==> src/rtl/riscv_pkg.sv <==
// Shared definitions for the RISC-V writeback datapath.
// Latency: none (types and constants only).
// Backpressure: none (types and constants only).
package riscv_pkg;

  localparam int XLEN = 32;

  // Writeback result source
  typedef enum logic [1:0] {
    WB_ALU  = 2'd0,
    WB_MEM  = 2'd1,
    WB_PC4  = 2'd2,
    WB_RSVD = 2'd3
  } wb_sel_e;

  // RV32I load funct3 encodings
  localparam logic [2:0] F3_LB  = 3'b000;
  localparam logic [2:0] F3_LH  = 3'b001;
  localparam logic [2:0] F3_LW  = 3'b010;
  localparam logic [2:0] F3_LBU = 3'b100;
  localparam logic [2:0] F3_LHU = 3'b101;

endpackage

==> src/rtl/riscv_load_align.sv <==
// Load data extraction: picks byte/halfword/word from an aligned memory word and extends it.
// Latency: purely combinational.
// Backpressure: none.
module riscv_load_align
  import riscv_pkg::*;
(
  input  logic [2:0]      funct3_i,
  input  logic [1:0]      offset_i,
  input  logic [XLEN-1:0] word_i,
  output logic [XLEN-1:0] result_o
);

  logic [7:0]  byte_sel;
  logic [15:0] half_sel;

  // Select the addressed byte/halfword, then sign- or zero-extend by load type.
  // Halfword selection uses only offset[1]; misaligned offset[0] is ignored.
  // Unlisted funct3 codes fall back to the full word.
  always_comb begin
    byte_sel = word_i[8*offset_i +: 8];
    half_sel = offset_i[1] ? word_i[31:16] : word_i[15:0];
    case (funct3_i)
      F3_LB:   result_o = {{(XLEN-8){byte_sel[7]}}, byte_sel};
      F3_LBU:  result_o = {{(XLEN-8){1'b0}}, byte_sel};
      F3_LH:   result_o = {{(XLEN-16){half_sel[15]}}, half_sel};
      F3_LHU:  result_o = {{(XLEN-16){1'b0}}, half_sel};
      default: result_o = word_i;
    endcase
  end

endmodule

==> src/rtl/riscv_wb_stage.sv <==
// Writeback stage: MEM/WB register, load extraction and result select feeding the regfile write port.
// Latency: 1 cycle from inputs to outputs; the regfile commits on the following edge.
// Backpressure: Stall_i holds the register (held write repeats, idempotent); Flush_i kills the capture and wins over stall.
// Optional: RISCV_WB_INSTRET_EN adds a 64-bit retired-instruction counter on Instret_o.
module riscv_wb_stage
  import riscv_pkg::*;
#(
  parameter int XLEN = 32
) (
  input  logic            clk_i,
  input  logic            rst_i,
  input  logic            Valid_i,
  input  logic [4:0]      Rd_i,
  input  logic            RegWEn_i,
  input  logic [1:0]      WbSel_i,
  input  logic [2:0]      Funct3_i,
  input  logic [XLEN-1:0] AluRes_i,
  input  logic [XLEN-1:0] MemRData_i,
  input  logic [XLEN-1:0] Pc_i,
  input  logic            Stall_i,
  input  logic            Flush_i,
  output logic [4:0]      AddrD_o,
  output logic [XLEN-1:0] DataD_o,
  output logic            RegWEn_o,
  output logic            Valid_o
`ifdef RISCV_WB_INSTRET_EN
  ,
  output logic [63:0]     Instret_o
`endif
);

  logic            valid_q,    valid_d;
  logic [4:0]      rd_q,       rd_d;
  logic            regwen_q,   regwen_d;
  wb_sel_e         wbsel_q,    wbsel_d;
  logic [2:0]      funct3_q,   funct3_d;
  logic [XLEN-1:0] alures_q,   alures_d;
  logic [XLEN-1:0] memrdata_q, memrdata_d;
  logic [XLEN-1:0] pc_q,       pc_d;

  logic [XLEN-1:0] load_res;

  // Next-state: flush clears valid only (payload is don't-care, so it just holds),
  // stall holds everything, otherwise capture the memory stage.
  always_comb begin
    valid_d    = valid_q;
    rd_d       = rd_q;
    regwen_d   = regwen_q;
    wbsel_d    = wbsel_q;
    funct3_d   = funct3_q;
    alures_d   = alures_q;
    memrdata_d = memrdata_q;
    pc_d       = pc_q;
    if (Flush_i) begin
      valid_d = 1'b0;
    end else if (!Stall_i) begin
      valid_d    = Valid_i;
      rd_d       = Rd_i;
      regwen_d   = RegWEn_i;
      wbsel_d    = wb_sel_e'(WbSel_i);
      funct3_d   = Funct3_i;
      alures_d   = AluRes_i;
      memrdata_d = MemRData_i;
      pc_d       = Pc_i;
    end
  end

  // MEM/WB pipeline register; reset drops any in-flight instruction.
  always_ff @(posedge clk_i or negedge rst_i) begin
    if (!rst_i) begin
      valid_q    <= 1'b0;
      rd_q       <= '0;
      regwen_q   <= 1'b0;
      wbsel_q    <= WB_ALU;
      funct3_q   <= '0;
      alures_q   <= '0;
      memrdata_q <= '0;
      pc_q       <= '0;
    end else begin
      valid_q    <= valid_d;
      rd_q       <= rd_d;
      regwen_q   <= regwen_d;
      wbsel_q    <= wbsel_d;
      funct3_q   <= funct3_d;
      alures_q   <= alures_d;
      memrdata_q <= memrdata_d;
      pc_q       <= pc_d;
    end
  end

  riscv_load_align u_load_align (
    .funct3_i (funct3_q),
    .offset_i (alures_q[1:0]),
    .word_i   (memrdata_q),
    .result_o (load_res)
  );

  // Result select; the reserved source yields zero so it can never leak stale data.
  always_comb begin
    case (wbsel_q)
      WB_ALU:  DataD_o = alures_q;
      WB_MEM:  DataD_o = load_res;
      WB_PC4:  DataD_o = pc_q + XLEN'(4);
      default: DataD_o = '0;
    endcase
  end

  assign Valid_o  = valid_q;
  assign AddrD_o  = rd_q;
  // x0 writes and the reserved source are suppressed so the regfile only sees legal writes.
  assign RegWEn_o = valid_q & regwen_q & (rd_q != 5'd0) & (wbsel_q != WB_RSVD);

`ifdef RISCV_WB_INSTRET_EN
  logic [63:0] instret_q, instret_d;

  // An instruction retires on the edge it leaves WB (not held), so a stall counts it once.
  always_comb begin
    instret_d = instret_q;
    if (valid_q && (!Stall_i || Flush_i)) begin
      instret_d = instret_q + 64'd1;
    end
  end

  // Retired-instruction counter, wraps naturally at 2^64.
  always_ff @(posedge clk_i or negedge rst_i) begin
    if (!rst_i) begin
      instret_q <= '0;
    end else begin
      instret_q <= instret_d;
    end
  end

  assign Instret_o = instret_q;
`endif

endmodule

==> config.mk <==
export PLATFORM = sky130hd
export DESIGN_NAME = riscv_wb_stage
export DESIGN_NICKNAME = d
export VERILOG_FILES = /design/src/rtl/riscv_pkg.sv /design/src/rtl/riscv_load_align.sv /design/src/rtl/riscv_wb_stage.sv
export SDC_FILE = /design/constraint.sdc
export NUM_CORES = 1
export LEC_CHECK = 0
export ABC_AREA = 1
export BUFFER_PORTS_ARGS = -buffer_cell sky130_fd_sc_hd__buf_2
export CAP_MARGIN = 5
export CORE_ASPECT_RATIO = 1.5
export CORE_MARGIN = 2
export CORE_UTILIZATION = 55
export CTS_CLUSTER_SIZE = 10
export DETAILED_ROUTE_END_ITERATION = 10
export PLACE_DENSITY = 0.83
export REMOVE_ABC_BUFFERS = 1
export SLEW_MARGIN = 10
export SYNTH_ARGS = -nofsm -noshare
export SYNTH_HDL_FRONTEND = slang
export SYNTH_SLANG_ARGS = --single-unit
export TNS_END_PERCENT = 50
==> constraint.sdc <==
create_clock -name clk_i -period 2.26 [get_ports clk_i]
set_input_delay 0.452 -clock clk_i [delete_from_list [all_inputs] [get_ports clk_i]]
set_output_delay 0.452 -clock clk_i [all_outputs]
set_load 0.05 [all_outputs]
==> results_dict.tcl <==
set metrics [dict create \
    status "complete, but fails checks" \
    violations "setup timing" \
    cp_max_fo 3 \
    drtIter0Drc 758 \
    grt_pass1_vias 6310 \
    grtUsageMet2_pct 56.4 \
    finalHoldWorstSlack_ns 0.282 \
    diodes 0 \
    rr_startpoint "pc_q[2]" \
    grt_max_degree 92 \
    clock_path_buffers 2 \
    worst_pin_slew_ns 0.360 \
    clk_pin_slew_ns 0.07 \
    synth-edff-count 0 \
    hp-start "Flush_i" \
    met1_usage_pct 37.3 \
    yosys-top-cells-area "dfrtp_1 44%, nand2_1 16%, o21ai_0 7.8%" \
    worstSetupPathType "reg -> out" \
    synthFlopType "dfrtp_1" \
    yosysUniqueCellTypes 33 \
    overflow 0 \
    htree_num_levels 3 \
    drive_gt1_share_pct 35.9 \
    synth_most_common_cell "nand2_1" \
    irDropWorstVdd_mv 0.532 \
    io_buffers 150 \
    layout.nets 1098 \
    antenna_found_initial 0 \
    die_y_um 133 \
    clk_latency_ns 0.36 \
    clock.fmax_mhz 410 \
    syn-instance-count 810 \
    setup_slack_ns -0.181 \
    yosysWarnings 0 \
    syn_area_per_cell_um2 7.52 \
    min_to "Valid_o" \
    reg2reg_setup_slack_ns 1.11 \
    grt_pass1_wl_mm 30.5 \
    die-area_mm2 0.0120 \
    io_pins 151 \
    yosysTopAreaCell "dfrtp_1" \
    rsz0062_at_grt "true" \
    coreArea_mm2 0.0109 \
    fin_crit_sh_pct 108 \
    max_cap_viol_count 0 \
    ys_seq_area_share_pct 44.4 \
    area.growth.synth_to_final_pct 34.8 \
    slew_violations 0 \
    p_total_uw 6610 \
    die-width_um 89.9 \
    antenna_left 0 \
    drt_pass1_iterations 8 \
    met3_usage_pct 5.30 \
    grt.busiest_layer "met2" \
    syn_area_mm2 0.00609 \
    cp-end-kind "primary output" \
    slew_headroom_pct 76.0 \
    clockRootBuffer "clkbuf_16" \
    start_util_pct 55.7 \
    drc 0 \
    power.leakage_uw 0.00389 \
    powerDensity_mw_per_mm2 805 \
    cp_data_required_time_ns 1.81 \
    avgRoutedWirePerCell_um 17.7 \
    hpwl_mm 13.1 \
    ys_top_cells_by_count "254 x nand2_1, 108 x dfrtp_1, 95 x o21ai_0, 80 x inv_1, 77 x nand3_1" \
    num_rows 47 \
    r2r_cells 4 \
    critPathLaunchType "flip-flop" \
    vias_per_cell 5.79 \
    period_needed_ns 2.44 \
    cts.sink_count 108 \
    grtUsageTotal_pct 32.2 \
    cts_tree "yes" \
    synthArstFlopShare_pct 100 \
    setup_viol 31 \
    wl_mm 20.1 \
    cts_inserted_buffers 9 \
    hold_viol 0 \
    critPathArrivalTime_ns 1.99 \
    synth_top_area_share_pct 44.4 \
    vias 6580 \
    finalWeightedCongestion 0.907 \
    final_core_util_pct 75.1 \
    hold_depth 2 \
    min_path_type "in -> reg" \
    fin_setup_tns_ns -3.22 \
    r2r_end "pc_q[2]" \
    skew_ns 0 \
    synth_seq_cells 108 \
]
-- placed cells by master, fill, tap and decap left out, types with 18 or more instances in the layout --
cell type / synthesis / routed
nand3_2: 1 / 28
inv_1: 80 / 76
dfrtp_1: 108 / 100
a21oi_1: 31 / 28
nand3_1: 77 / 49
buf_4: 0 / 45
buf_2: 20 / 119
mux2_2: 34 / 34
buf_6: 1 / 18
nand2_1: 254 / 237
o21ai_0: 95 / 81
nor2_1: 42 / 25
-- power breakdown --
part	total [uW]	internal, uW	switching (uW)
logic	2530	894	1640
registers	2410	2190	215
clock network	1670	951	722
-- layer usage --
layer  up-vias  share of wire [%]
li1       2982                  -
met4         0                6.7
met5         -                  0
met2       415                 51
met1      3049                 35
met3       134                7.9
-- logic make-up (layout without fill, tap and decap cells) --
logic type,count (synthesis),in the layout,synth area share [%]
multiplexers,35,35,6.45
AO/OA/AOI/OAI,147,147,12.8
AND/OR/NAND/NOR,398,400,28.0
buffers and inverters,121,299,8.22
adder cells (fa/ha/maj),1,1,0.205
flip-flops,108,108,44.4
-- worst max-delay path by stage --
stage	depth (start not counted)	slack, ns	end	startpoint
2_1_floorplan	2	-1.98	AddrD_o[2]	Flush_i
6_report	8	-0.18	DataD_o[6]	pc_q[3]
3_3_place_gp	7	0.15	DataD_o[0]	wbsel_q[0]
5_1_grt	6	-0.24	DataD_o[6]	wbsel_q[1]
4_1_cts	9	-0.13	DataD_o[12]	pc_q[3]
3_5_place_dp	10	0.10	DataD_o[20]	pc_q[2]
-- sequential cells by signal, summed over array words and instances (netlist names) --
signal,flops
wbsel_q,2
Valid_o,1
regwen_q,1
memrdata_q,32
AddrD_o,5
alures_q,32
pc_q,32
funct3_q,3
-- final cells by class --
class                   count  area, um2
repair buffers            197       1390
multi-input cells         583       3270
inverters                  86        340
well taps                 147        184
fillers                   805       2730
clock inverters             3       43.8
flip-flops and latches    108       2710
clock buffers              13        270
-- worst max-delay path, stage by stage, from the launching register on --
cell and delay [ns]:
dfrtp_1 0.43, ha_4 0.17, nand2_4 0.06, inv_1 0.07
nand2_1 0.13, nand2_1 0.14, nand2_1 0.07, o211ai_1 0.28
buf_4 0.26
-- through the flow --
stage | instances | area, um2 | setup WS [ns]
2_1_floorplan | 775 | 5920 | -1.98
3_3_place_gp | 1090 | 7050 | 0.147
3_5_place_dp | 1090 | 7050 | 0.104
4_1_cts | 1119 | 7750 | -0.126
5_1_grt | 1137 | 8210 | -0.243
6_report | 1137 | 8210 | -0.181
-- what timing repair did --
item / 4_1_cts / 5_1_grt
endpoints found under the hold margin: 19 / 0
pin swaps: 12 / 22
gates resized for setup: 90 / 95
setup buffers: 10 / 17
hold buffers: 1 / 0
endpoints found under the setup margin: 31 / 32
gates cloned: 2 / 1
No activity file was read; power rests on OpenSTA's default activity.
